--- config.mk ---
export PLATFORM = sky130hd
export DESIGN_NAME = sid_multi_writer
export DESIGN_NICKNAME = d
export VERILOG_FILES = /design/src/rtl/sid_multi_writer.sv
export SDC_FILE = /design/constraint.sdc
export NUM_CORES = 1
export LEC_CHECK = 0
export ABC_AREA = 1
export CORE_MARGIN = 3
export CORE_UTILIZATION = 60
export DETAILED_ROUTE_END_ITERATION = 7
export DONT_BUFFER_PORTS = 1
export GPL_TIMING_DRIVEN = 1
export HOLD_SLACK_MARGIN = 0.12
export PLACE_DENSITY = 0.76
export SLEW_MARGIN = 20
export SYNTH_ARGS = -nofsm -noshare
export SYNTH_HDL_FRONTEND = slang
export SYNTH_SLANG_ARGS = --single-unit
--- constraint.sdc ---
create_clock -name clk -period 2.65 [get_ports clk]
set_input_delay 0.3975 -clock clk [delete_from_list [all_inputs] [get_ports clk]]
set_output_delay 0.3975 -clock clk [all_outputs]
set_load 0.01 [all_outputs]
--- src/rtl/sid_multi_writer.sv ---
// SID multi-chip write sequencer.
// Queues register writes in a FIFO and plays them onto a shared SID bus,
// timed to the divided phi2 clock. Handles the SID reset sequence and
// reset requests without losing queued writes.
//
// state      | meaning
// -----------+-----------------------------------------------------------
// RESET_SEQ  | sid_rst held low for RST_CYCLES phi2 rises, exit on a fall
// IDLE       | bus quiet, on each fall: pending reset, else pop, else wait
// WRITE      | one full phi2 period (fall to fall) with cs/rw/oe asserted
// GAP        | one quiet phi2 period; its closing fall makes the IDLE
//            | decision directly so back-to-back writes take 2 periods
module sid_multi_writer #(
  parameter int SYS_CLK    = 20000000,
  parameter int CLK_OUT    = 1000000,
  parameter int N_SID      = 2,
  parameter int FIFO_DEPTH = 16,
  parameter int RST_CYCLES = 10,
  localparam int CW = (N_SID > 1) ? $clog2(N_SID) : 1,
  localparam int LW = $clog2(FIFO_DEPTH) + 1
) (
  input  logic              clk,
  input  logic              rst,
  input  logic              wr_valid,
  output logic              wr_ready,
  input  logic [CW-1:0]     wr_chip,
  input  logic [4:0]        wr_addr,
  input  logic [7:0]        wr_data,
  input  logic              sid_reset_req,
  output logic              sid_clk,
  output logic [4:0]        sid_addr,
  output logic [7:0]        sid_data,
  output logic              sid_data_oe,
  output logic [N_SID-1:0]  sid_cs_n,
  output logic              sid_rw,
  output logic              sid_rst,
  output logic [LW-1:0]     fifo_level,
  output logic              bad_chip
);

  localparam int HALF = (SYS_CLK / CLK_OUT) / 2;
  localparam int DW   = (HALF > 1) ? $clog2(HALF) : 1;
  localparam int RCW  = $clog2(RST_CYCLES + 1);
  localparam int PW   = $clog2(FIFO_DEPTH);
  localparam int EW   = CW + 13;

  typedef enum logic [1:0] {
    S_RESET_SEQ = 2'd0,
    S_IDLE      = 2'd1,
    S_WRITE     = 2'd2,
    S_GAP       = 2'd3
  } state_t;

  state_t state, state_nxt;

  logic [DW-1:0]  div_cnt;
  logic           div_tc, rise_evt, fall_evt;
  logic [RCW-1:0] rst_cnt;
  logic           rst_pend;
  logic           pop, end_write, enter_rs;
  logic           push;

  logic [EW-1:0]  fifo_mem [FIFO_DEPTH];
  logic [PW-1:0]  wr_ptr, rd_ptr;
  logic [EW-1:0]  head;
  logic [CW-1:0]  head_chip;
  logic [4:0]     head_addr;
  logic [7:0]     head_data;
  logic           head_bad;
  logic [N_SID-1:0] cs_dec;

  assign div_tc   = (div_cnt == DW'(HALF - 1));
  assign rise_evt = div_tc & ~sid_clk;
  assign fall_evt = div_tc & sid_clk;

  // phi2 divider: toggle every HALF system clocks
  always_ff @(posedge clk) begin
    if (rst) begin
      div_cnt <= '0;
      sid_clk <= 1'b0;
    end else if (div_tc) begin
      div_cnt <= '0;
      sid_clk <= ~sid_clk;
    end else begin
      div_cnt <= div_cnt + 1'b1;
    end
  end

  assign wr_ready = (fifo_level != LW'(FIFO_DEPTH));
  assign push     = wr_valid & wr_ready;
  assign head     = fifo_mem[rd_ptr];
  assign {head_chip, head_addr, head_data} = head;
  assign head_bad = ({1'b0, head_chip} >= (CW + 1)'(N_SID));

  // FIFO storage; contents need no reset since level/pointers gate them
  always_ff @(posedge clk) begin
    if (push) fifo_mem[wr_ptr] <= {wr_chip, wr_addr, wr_data};
  end

  // FIFO pointers and occupancy
  always_ff @(posedge clk) begin
    if (rst) begin
      wr_ptr     <= '0;
      rd_ptr     <= '0;
      fifo_level <= '0;
    end else begin
      if (push) wr_ptr <= wr_ptr + 1'b1;
      if (pop)  rd_ptr <= rd_ptr + 1'b1;
      case ({push, pop})
        2'b10:   fifo_level <= fifo_level + LW'(1);
        2'b01:   fifo_level <= fifo_level - LW'(1);
        default: fifo_level <= fifo_level;
      endcase
    end
  end

  // chip-select decode of the FIFO head; out-of-range chips select nothing
  always_comb begin
    cs_dec = '1;
    for (int i = 0; i < N_SID; i++) begin
      if (head_chip == CW'(i)) cs_dec[i] = 1'b0;
    end
  end

  // state register
  always_ff @(posedge clk) begin
    if (rst) state <= S_RESET_SEQ;
    else     state <= state_nxt;
  end

  // next-state and sequencing strobes, all bus moves on phi2 falls
  always_comb begin
    state_nxt = state;
    pop       = 1'b0;
    end_write = 1'b0;
    enter_rs  = 1'b0;
    case (state)
      S_RESET_SEQ: begin
        if (fall_evt && rst_cnt == '0) state_nxt = S_IDLE;
      end
      S_IDLE, S_GAP: begin
        if (fall_evt) begin
          if (rst_pend) begin
            state_nxt = S_RESET_SEQ;
            enter_rs  = 1'b1;
          end else if (fifo_level != '0) begin
            state_nxt = S_WRITE;
            pop       = 1'b1;
          end else begin
            state_nxt = S_IDLE;
          end
        end
      end
      S_WRITE: begin
        if (fall_evt) begin
          state_nxt = S_GAP;
          end_write = 1'b1;
        end
      end
      default: state_nxt = S_RESET_SEQ;
    endcase
  end

  // reset-sequence length: down-count phi2 rises to zero
  always_ff @(posedge clk) begin
    if (rst || enter_rs) begin
      rst_cnt <= RCW'(RST_CYCLES);
    end else if (state == S_RESET_SEQ && rise_evt && rst_cnt != '0) begin
      rst_cnt <= rst_cnt - 1'b1;
    end
  end

  // latch reset requests until the sequencer reaches IDLE
  always_ff @(posedge clk) begin
    if (rst)                rst_pend <= 1'b0;
    else if (sid_reset_req) rst_pend <= 1'b1;
    else if (enter_rs)      rst_pend <= 1'b0;
  end

  // bus output registers; addr/data keep their last value when not driven
  always_ff @(posedge clk) begin
    if (rst) begin
      sid_addr    <= '0;
      sid_data    <= '0;
      sid_data_oe <= 1'b0;
      sid_rw      <= 1'b1;
      sid_cs_n    <= '1;
      sid_rst     <= 1'b0;
      bad_chip    <= 1'b0;
    end else begin
      sid_rst <= (state_nxt != S_RESET_SEQ);
      if (pop) begin
        sid_addr    <= head_addr;
        sid_data    <= head_data;
        sid_data_oe <= 1'b1;
        sid_rw      <= 1'b0;
        sid_cs_n    <= cs_dec;
        if (head_bad) bad_chip <= 1'b1;
      end else if (end_write) begin
        sid_data_oe <= 1'b0;
        sid_rw      <= 1'b1;
        sid_cs_n    <= '1;
      end
    end
  end

endmodule

==> results of run 1 <==
[stage by stage]
| stage | setup slack (ns) | std cells | hold slack (ns) | power (mW) | util (%) |
|---|---|---|---|---|---|
| after detailed placement | 0.0834 | 1246 | 0.458 | 4.93 | 63.5 |
| after floorplan | 0.243 | 1034 | 0.434 | 4.88 | - |
| after global placement | 0.192 | 1246 | 0.450 | 4.92 | 63.5 |
| final | 0.261 | 1314 | 0.246 | 8.77 | 69.7 |
| after global routing | 0.000802 | 1314 | 0.299 | 9.03 | 69.7 |
| after CTS | 0.0625 | 1314 | 0.221 | 8.81 | 69.5 |
[what timing repair did]
item / 4_1_cts / 5_1_grt
hold buffers: 16 / 0
endpoints found under the hold margin: 247 / 0
endpoints found under the setup margin: 0 / 2
resized for setup: 0 / 7
[kinds of logic (layout without fill, tap and decap cells)]
| family | after synthesis | count (layout) | synth area share, % |
|---|---|---|---|
| AO/OA/AOI/OAI | 121 | 121 | 6.33 |
| other | 1 | 1 | 0.0335 |
| buffers and inverters | 154 | 205 | 5.81 |
| AND/OR/NAND/NOR | 468 | 468 | 17.4 |
| adder cells (fa/ha/maj) | 12 | 12 | 1.34 |
| flip-flops | 271 | 271 | 68.5 |
| XOR/XNOR | 7 | 7 | 0.548 |
[critical path, stage by stage (launching register included)]
cell and delay [ns]:
dfxtp_1 0.38, ha_1 0.16, nand2_1 0.08, nor2_4 0.12
nand2_2 0.08, nor2_4 0.13, nand3_4 0.13, inv_4 0.11
buf_12 0.20, ha_1 0.24, nand2_1 0.09, nand2_1 0.13
nand3_1 0.09, nand2_1 0.09, nand3_1 0.09, nand2_1 0.08
nand2_1 0.05, nor2_1 0.09
[layer usage]
metal  up-vias  track usage [%]  wire length [um]
met5         -                0                 0
met4         0             8.40               827
met3        65             4.30              2040
met2       316             40.6             12200
met1      3585             34.1             10100
li1       3568                -                 -
[where the power goes]
group | leakage (nW) | total, mW | switching [mW] | internal [mW]
combinational | 1.90 | 0.222 | 0.162 | 0.0604
sequential | 2.41 | 4.69 | 0.0270 | 4.66
clock | 0.456 | 3.86 | 1.54 | 2.31
[layout by cell type, fill, tap and decap left out, types with 4 or more instances in the layout]
master           n
edfxtp_1       224
clkbuf_16       29
nand3_1        118
o21ai_0         58
ha_1            11
nor2_1         161
clkbuf_1         4
nand2_1        176
buf_4           28
a21oi_1         14
o211ai_1        40
buf_12           5
dlygate4sd3_1   16
o21ai_1          8
clkbuf_8         8
nor2_2           4
xor2_1           4
inv_1          101
clkinv_1         4
dfxtp_1         45
[registers in the layout, summed over array words and instances (netlist names), 2 cells and up, named ones only]
name        flops
div_cnt         4
fifo_level      5
fifo_mem      224
rd_ptr          4
rst_cnt         4
sid_addr        5
sid_cs_n        2
sid_data        8
state           2
wr_ptr          4
[worst max path at each step]
stage                           from  slack [ns]            end  cells past startpoint
after detailed placement  div_cnt[0]        0.08  fifo_level[4]                     17
final                     div_cnt[0]        0.26  fifo_level[4]                     17
after global routing      div_cnt[0]      0.0008  fifo_level[4]                     17
after CTS                 div_cnt[0]        0.06  fifo_level[4]                     17
after global placement    div_cnt[0]        0.19  fifo_level[4]                     17
after floorplan           div_cnt[0]        0.24  fifo_level[4]                     18
[cell type report]
class                   count  share of cell area [%]
clock buffers              41                    6.72
clock inverters            11                   0.662
flip-flops and latches    271                    60.6
multi-input cells         609                    22.9
well taps                 229                    2.26
inverters                 104                    3.10
repair buffers             49                    3.72
==> results.md, run 1 <==
Placement:
- After legalization and detailed placement, the total HPWL measured 14400 um.
- The post-place instance area is between 0.01 and 0.015 sq mm.
- The number of port buffers is 0.
- The congestion estimate from routability-driven global placement came to 0.855.

Synth:
- edfxtp_1 is the most common cell in the netlist.
- Of all cell types, the one taking the most synthesized area is edfxtp_1.
- Averaged over all synthesized cells, the footprint is between 10 and 15 sq um.
- During synthesis, Yosys emitted a total of 0 warnings.
- The cell area after synthesis is 0.0112 sq mm.
- Counting every instance in the synthesized netlist gives 1034.
- In this run, synthesis produced a sequential element count of 271.
- The number of nets in the synthesized netlist is approximately 1100.
- Ranked by total cell area, the synthesized netlist is headed by edfxtp_1 (60%), dfxtp_1 (8.4%), nand2_1 (5.9%).
- Ranked by instance count, the synthesized netlist is headed by edfxtp_1 (224), nand2_1 (176), nor2_1 (161).
- The number of synthesized flops with an enable pin is 224.
- The part of the Yosys area used for sequential elements is 68.5%.
- After synthesis, the share of flip-flops with an asynchronous set or reset is 0%.
- The share of the synthesized area in the top cell type is around 60%.
- After synthesis, the netlist uses 30 different library cells.
- For this run, the leading register cell type out of synthesis is edfxtp_1.

Floorplanning:
- The floorplan step defined a die boundary enclosing 0.0203 sq mm.
- The die boundary width is 143 um.
- Row generation in the floorplan step produced 49 rows.
- The number of placed I/O pins is 44.
- The starting utilization of the core area is 61.7%.
- In this run the vertical extent of the chip is 143 um.
- The core footprint is roughly 0.018 sq mm.

Setup path:
- For the worst setup path, the data arrival time is 2.86 ns.
- STA puts the critical path data required time at 3.12 ns.
- The number of cells on the worst reg-to-reg path is 17.
- The startpoint-to-endpoint class of the critical path is flop to flop.
- Of all nets on the critical path, the largest fanout is 34.
- The worst register-to-register path ends at fifo_level[4].
- In this run the critical register-to-register path is launched from div_cnt[0].
- The reg-to-reg setup timing slack is ~0.26 ns.
- STA classifies the critical path startpoint as a flop.
- The type of destination of the critical path is a flop.

Drt:
- The total detailed-routing wirelength is roughly 25000 um.
- The number of violations reported at the end of detailed-routing iteration 0 is 782.
- The final antenna-violating net count is 0.
- After detailed routing, the number of remaining DRC violations is 0.
- The average vias per placed instance is 5.73.
- The count of TritonRoute iterations in the first routing pass is 5.
- For this block, the via count after detailed routing is 7534.
- The per-cell routed wire length is 19.1 um.

STA:
- The period utilization is 90.2%.
- The number of hold violations in the final report is 0.
- Between clock sinks in the finished design, the worst skew comes to 0.00716 ns.
- The final setup violation count is 0.
- The final total negative setup slack is 0 ns.
- The max-slew violation total from the final report is 0.
- The maximum clock rate is approximately 420 MHz.
- Setup repair after global routing left no endpoint under its margin.
- Headroom to the max-slew limit came out at about two fifths.
- The clock period could shrink to 2.39 ns.
- The transition at the pin with the smallest max-transition slack is 0.904 ns.

Final layout:
- The number of antenna diodes in the final layout is 0.
- The post-route netlist has ~8.6% of its cells at a drive strength greater than 1.
- Once layout is done, the placed cells without fillers occupy 0.0127 sq mm.
- The total area of multi-input combinational cells is ~0.0029 sq mm.
- In the final design database the tool counted 1093 nets.
- The total area of sequential cells is 0.00767 sq mm.
- The layout-stage area growth over the synthesis result is 13.1%.
- The number of fill cells is 1229.

Power and ir drop:
- The static power due to leakage is 4.77 nW.
- The worst-case IR drop observed on VDD is 0.570 mV.
- For this design the ratio of total power to cell area is between 600 and 700 mW/mm^2.

Clock network:
- The clock reaches the later pin of the worst-skew pair after 0.53 ns.
- The count of buffers added by post-CTS timing repair for setup is 0.
- The number of H-tree levels is 1.
- The number of buffers on the longest clock path is 3.
- The clock tree root driver cell is clkbuf_16.
- CTS saw approximately 270 sinks.
- The total CTS buffers is 28.
- TritonCTS built the clock tree.
- After clock tree synthesis, the clock-pin slew on the worst setup and hold paths is 0.06 ns.

Run:
- The tool flagged a number of max-cap violations equal to 0.

GRT:
- Summed over all layers, the global routing overflow is 0.
- The maximum number of pins on one net before global-route repair is slightly above 80.
- The via count of the first global-routing pass is 7245.
- For this run, the total global-route usage over all layers was measured as ~25%.
- The number of antenna violations at the first check in global routing was 0.
- The first global-routing pass estimated between 30000 and 40000 um of wire.

Hold path:
- The path class of the tightest hold or removal check is input port to flop.
- The endpoint of the worst hold path is fifo_level[4].
- The worst hold path depth is 3.
- The startpoint of the worst hold path is rst.

Status:
- The flow ran to the end, and the final reports show no timing, DRC or antenna violations.
Power figures use the tool's default switching activity.
==> run 2, diff against run 1 <==
- ABC_AREA: 1 -> 0
- CORE_UTILIZATION: 60 -> 57
- PLACE_DENSITY: 0.76 -> 0.75
- clock period: 2.65 -> 2.1 ns (I/O delays scaled with it)
==> results.md, run 2 <==
STA:
- The normalized max-slew margin is 59.1%.
- For this run, the top clock speed supported by timing is 415 MHz.
- Setup violations remaining at the end of the flow were counted as 3.
- Counting I/O delays and the setup requirement, the final critical path takes 2.41 ns.
- The number of hold violations in the final report came to 0.
- The setup clock skew after layout is between 0.015 and 0.02 ns.
- The max-slew violation total from the final report was 0.
- The worst path setup slack after routing is -0.312 ns.
- Setup repair after global routing could not meet its margin everywhere.
- The final critical path takes up 115% of the cycle.
- The transition at the pin with the smallest max-transition slack is 0.612 ns.

Setup path:
- The reg-to-reg setup timing slack is -0.31 ns.
- The kind of launch point of the worst setup path is a flop.
- For the worst flop-to-flop path, the logic depth is 11.
- In this run the worst path has a maximum fanout of 3.
- At the worst endpoint, the required time is 2.51 ns.
- Data on the critical path arrives at its endpoint at ~2.8 ns.
- The destination of the worst register-to-register timing path is fifo_level[4].
- STA classifies the critical path endpoint as a flop.
- The startpoint of the most critical register-to-register path is fifo_level[3].
- The startpoint-to-endpoint class of the critical path is flop to flop.
- Following the worst setup path forward leads to its endpoint at fifo_level[4].
- The most critical setup path has its startpoint at fifo_level[3].

GRT:
- The first global-routing pass estimated 36100 um of wire.
- The via count of the first global-routing pass is 6328.
- The maximum number of pins on one net before global-route repair is 43.
- Global routing used around a quarter of the available tracks across all layers.
- The number of antenna violations at the first check in global routing is 0.
- The overflow left after global routing is 0.

Final layout:
- The flip-flop count of the largest register, all copies and words added is 224.
- The final layout contains 786 nets.
- The post-route netlist has between 20% and 30% of its cells at a drive strength greater than 1.
- Counting the fill cells in the layout gives 1083.
- The antenna diode count is 0.
- The largest registers in the layout are fifo_mem x224, sid_data x8.
- The register ranked first by flip-flop count is fifo_mem.
- Compared with the post-synthesis result, the final layout area differs by 20.2%.
- Leaving out fill and tap cells, the most frequent cell in the layout is edfxtp_1.
- The library cells used most frequently in the layout, excluding fill and tap cells, are edfxtp_1 (224), mux2i_1 (93), buf_4 (58).

Clock network:
- The clock latency reported for the late side of the worst-skew pair is 0.53 ns.
- The clock passes through at most 3 buffers.
- The number of H-tree levels is 1.
- Clock tree synthesis inserted a total of 27 buffers.
- The clock-pin slew of the registers on the worst-case setup and hold paths is 0.06 ns.
- The clock tree root driver cell is clkbuf_16.
- TritonCTS built the clock tree.
- The total clock sinks is 271.

Drt:
- The total detailed-routing wirelength is 24100 um.
- The final antenna-violating net count is 0.
- The detailed router put a total of 9540 um of wire on met1.
- In the final routed layout, each cell accounts on average for 24.0 um.
- For this block, the via count after detailed routing is 6261.
- The total length of routed met2 wires is 12000 um.
- After detailed routing, the number of remaining DRC violations is 0.
- The first TritonRoute pass finished after 5 iterations.
- Signal routing reaches up to met4.
- The average vias per placed instance is around 6.2.
- The routed wire length on met3 is 1890 um.
- The number of violations reported at the end of detailed-routing iteration 0 is 552.

Synth:
- Summed over all instances, the cell type with the most area after synthesis is edfxtp_1.
- The post-synthesis cell type count is 61.
- The cell area after synthesis is 0.0107 sq mm.
- The synthesized design devotes to its leading area cell type 62.6% of total area.
- The per-instance average area after synthesis is 16.1 sq um.
- The part of the Yosys area used for sequential elements is 71.4%.
- The most frequent cell after synthesis is edfxtp_1.
- The synthesized design contains about 220 enable-type register cells.
- By area the synthesized netlist is led by edfxtp_1 (63%), dfxtp_1 (8.8%), mux2i_1 (8.7%).
- During synthesis, Yosys emitted a total of 0 warnings.
- By count the netlist is led by edfxtp_1 (224), mux2i_1 (93), dfxtp_1 (47).
- Counting every net in the synthesized netlist gives 699.
- The instance count of the mapped netlist is 669.
- The dominant synthesized flop cell is edfxtp_1.
- The total of flip-flops plus latches after synthesis is 271.
- The share of flip-flops with an asynchronous set or reset is 0%.

Hold path:
- The worst hold path begins at rst.
- The type of the most critical hold path is input port to flop.

Floorplanning:
- The vertical extent of the die is between 100 and 150 um.
- Once the floorplan was initialized, standard cells occupied approximately three fifths of the core.
- The die boundary width is 143 um.
- The floorplan has 49 rows.
- The floorplan step defined a die boundary enclosing 0.0205 sq mm.
- 44 I/O pins were placed.
- After floorplanning, the core was sized to cover around 0.018 sq mm.

Power and ir drop:
- The static power due to leakage is approximately 4 nW.
- Internal power comes to 9.02 mW.
- IR analysis of the VDD net gives a maximum drop of 0.650 mV.
- Sequential cells burn between 50 and 60% of the power.
- The areal power density over the cells is 871 mW/mm^2.
- The post-layout total power is 11.2 mW.
- The switching share of power is 19.8%.
- The net load switching power is 2.22 mW.
- The part of the total power dissipated in combinational logic is 4.2%.
- The power share of the clock group is 43.3%.

Placement:
- The number of port buffers is 0.
- The congestion estimate from routability-driven global placement came to 0.823.
- The detailed placement HPWL is approximately 14000 um.
- Timing analysis after detailed placement gives a worst setup slack of -0.324 ns.

Status:
- The run finished, with violations left.
- The checks that failed: setup timing.

Run:
- The tool flagged a number of max-cap violations equal to 0.
[run 2: layer usage]
layer | up-vias | GRT usage, %
met5 | - | 0
met4 | 0 | 6.99
met3 | 57 | 4.15
met2 | 265 | 39.7
met1 | 3139 | 31.1
li1 | 2800 | -
[run 2: area by class of cell]
type	instances	area, sq um	area share (%)
clock buffer	39	782	6.06
inverter	11	43.8	0.339
tap	229	287	2.22
sequential	271	7670	59.4
multi-input combinational	350	2980	23.1
clock inverter	11	136	1.06
timing repair buffer	95	1010	7.79
[run 2: worst min-delay path by stage]
| stage | endpoint | slack [ns] | depth (start not counted) |
|---|---|---|---|
| 2_1_floorplan | fifo_mem[0][0] | 0.41 | 0 |
| 3_3_place_gp | sid_data_oe | 0.39 | 1 |
| 3_5_place_dp | sid_data[6] | 0.39 | 1 |
| 4_1_cts | fifo_level[3] | 0.17 | 3 |
| 5_1_grt | fifo_level[3] | 0.18 | 3 |
| 6_report | fifo_level[3] | 0.18 | 3 |
[run 2: critical path, cell delays in order, from the launching register on]
cell and delay (ns):
dfxtp_1 0.33, nor4_4 0.39, a21oi_2 0.14, nand2_4 0.10, inv_4 0.04, ha_4 0.15
xor2_1 0.14, ha_2 0.18, or3b_4 0.37, a21oi_2 0.14, o21ai_1 0.08, mux2_2 0.26
[run 2: power groups by stage]
stage	clock (mW)	combinational [mW]	sequential [mW]
after floorplan	0	0.191	6.03
after detailed placement	0	0.315	6.03
final	4.87	0.469	5.91
after CTS	4.93	0.456	5.91
after global placement	0	0.300	6.03
after global routing	5.20	0.504	5.91
[run 2: stage by stage]
step | utilization [%] | TNS, ns | cells | area [sq um] | hold slack [ns]
after CTS | 69.7 | -0.852 | 995 | 12700 | 0.172
after detailed placement | 62.8 | -10.19 | 918 | 11400 | 0.394
after floorplan | - | -1.72 | 669 | 10900 | 0.414
after global routing | 70.9 | -1.62 | 1006 | 12900 | 0.183
after global placement | 62.8 | -1.50 | 918 | 11400 | 0.391
final | 70.9 | -0.924 | 1006 | 12900 | 0.180
[run 2: repair_timing]
item,4_1_cts,5_1_grt
endpoints found under the setup margin,170,139
hold endpoints to repair,271,0
pin swaps,8,10
hold buffers,18,0
resized for setup,10,4
buffers inserted,9,11
[run 2: cells by family after synthesis]
group	Yosys count	synth area share (%)
xor gates and xnor gates	11	0.897
and+or+nand+nor	104	5.49
AOI/OAI and AO/OA	114	6.74
DFF	271	71.4
adders and majority gates	12	1.40
buffers and inverters	48	2.56
muxes	108	11.5
other	1	0.0349
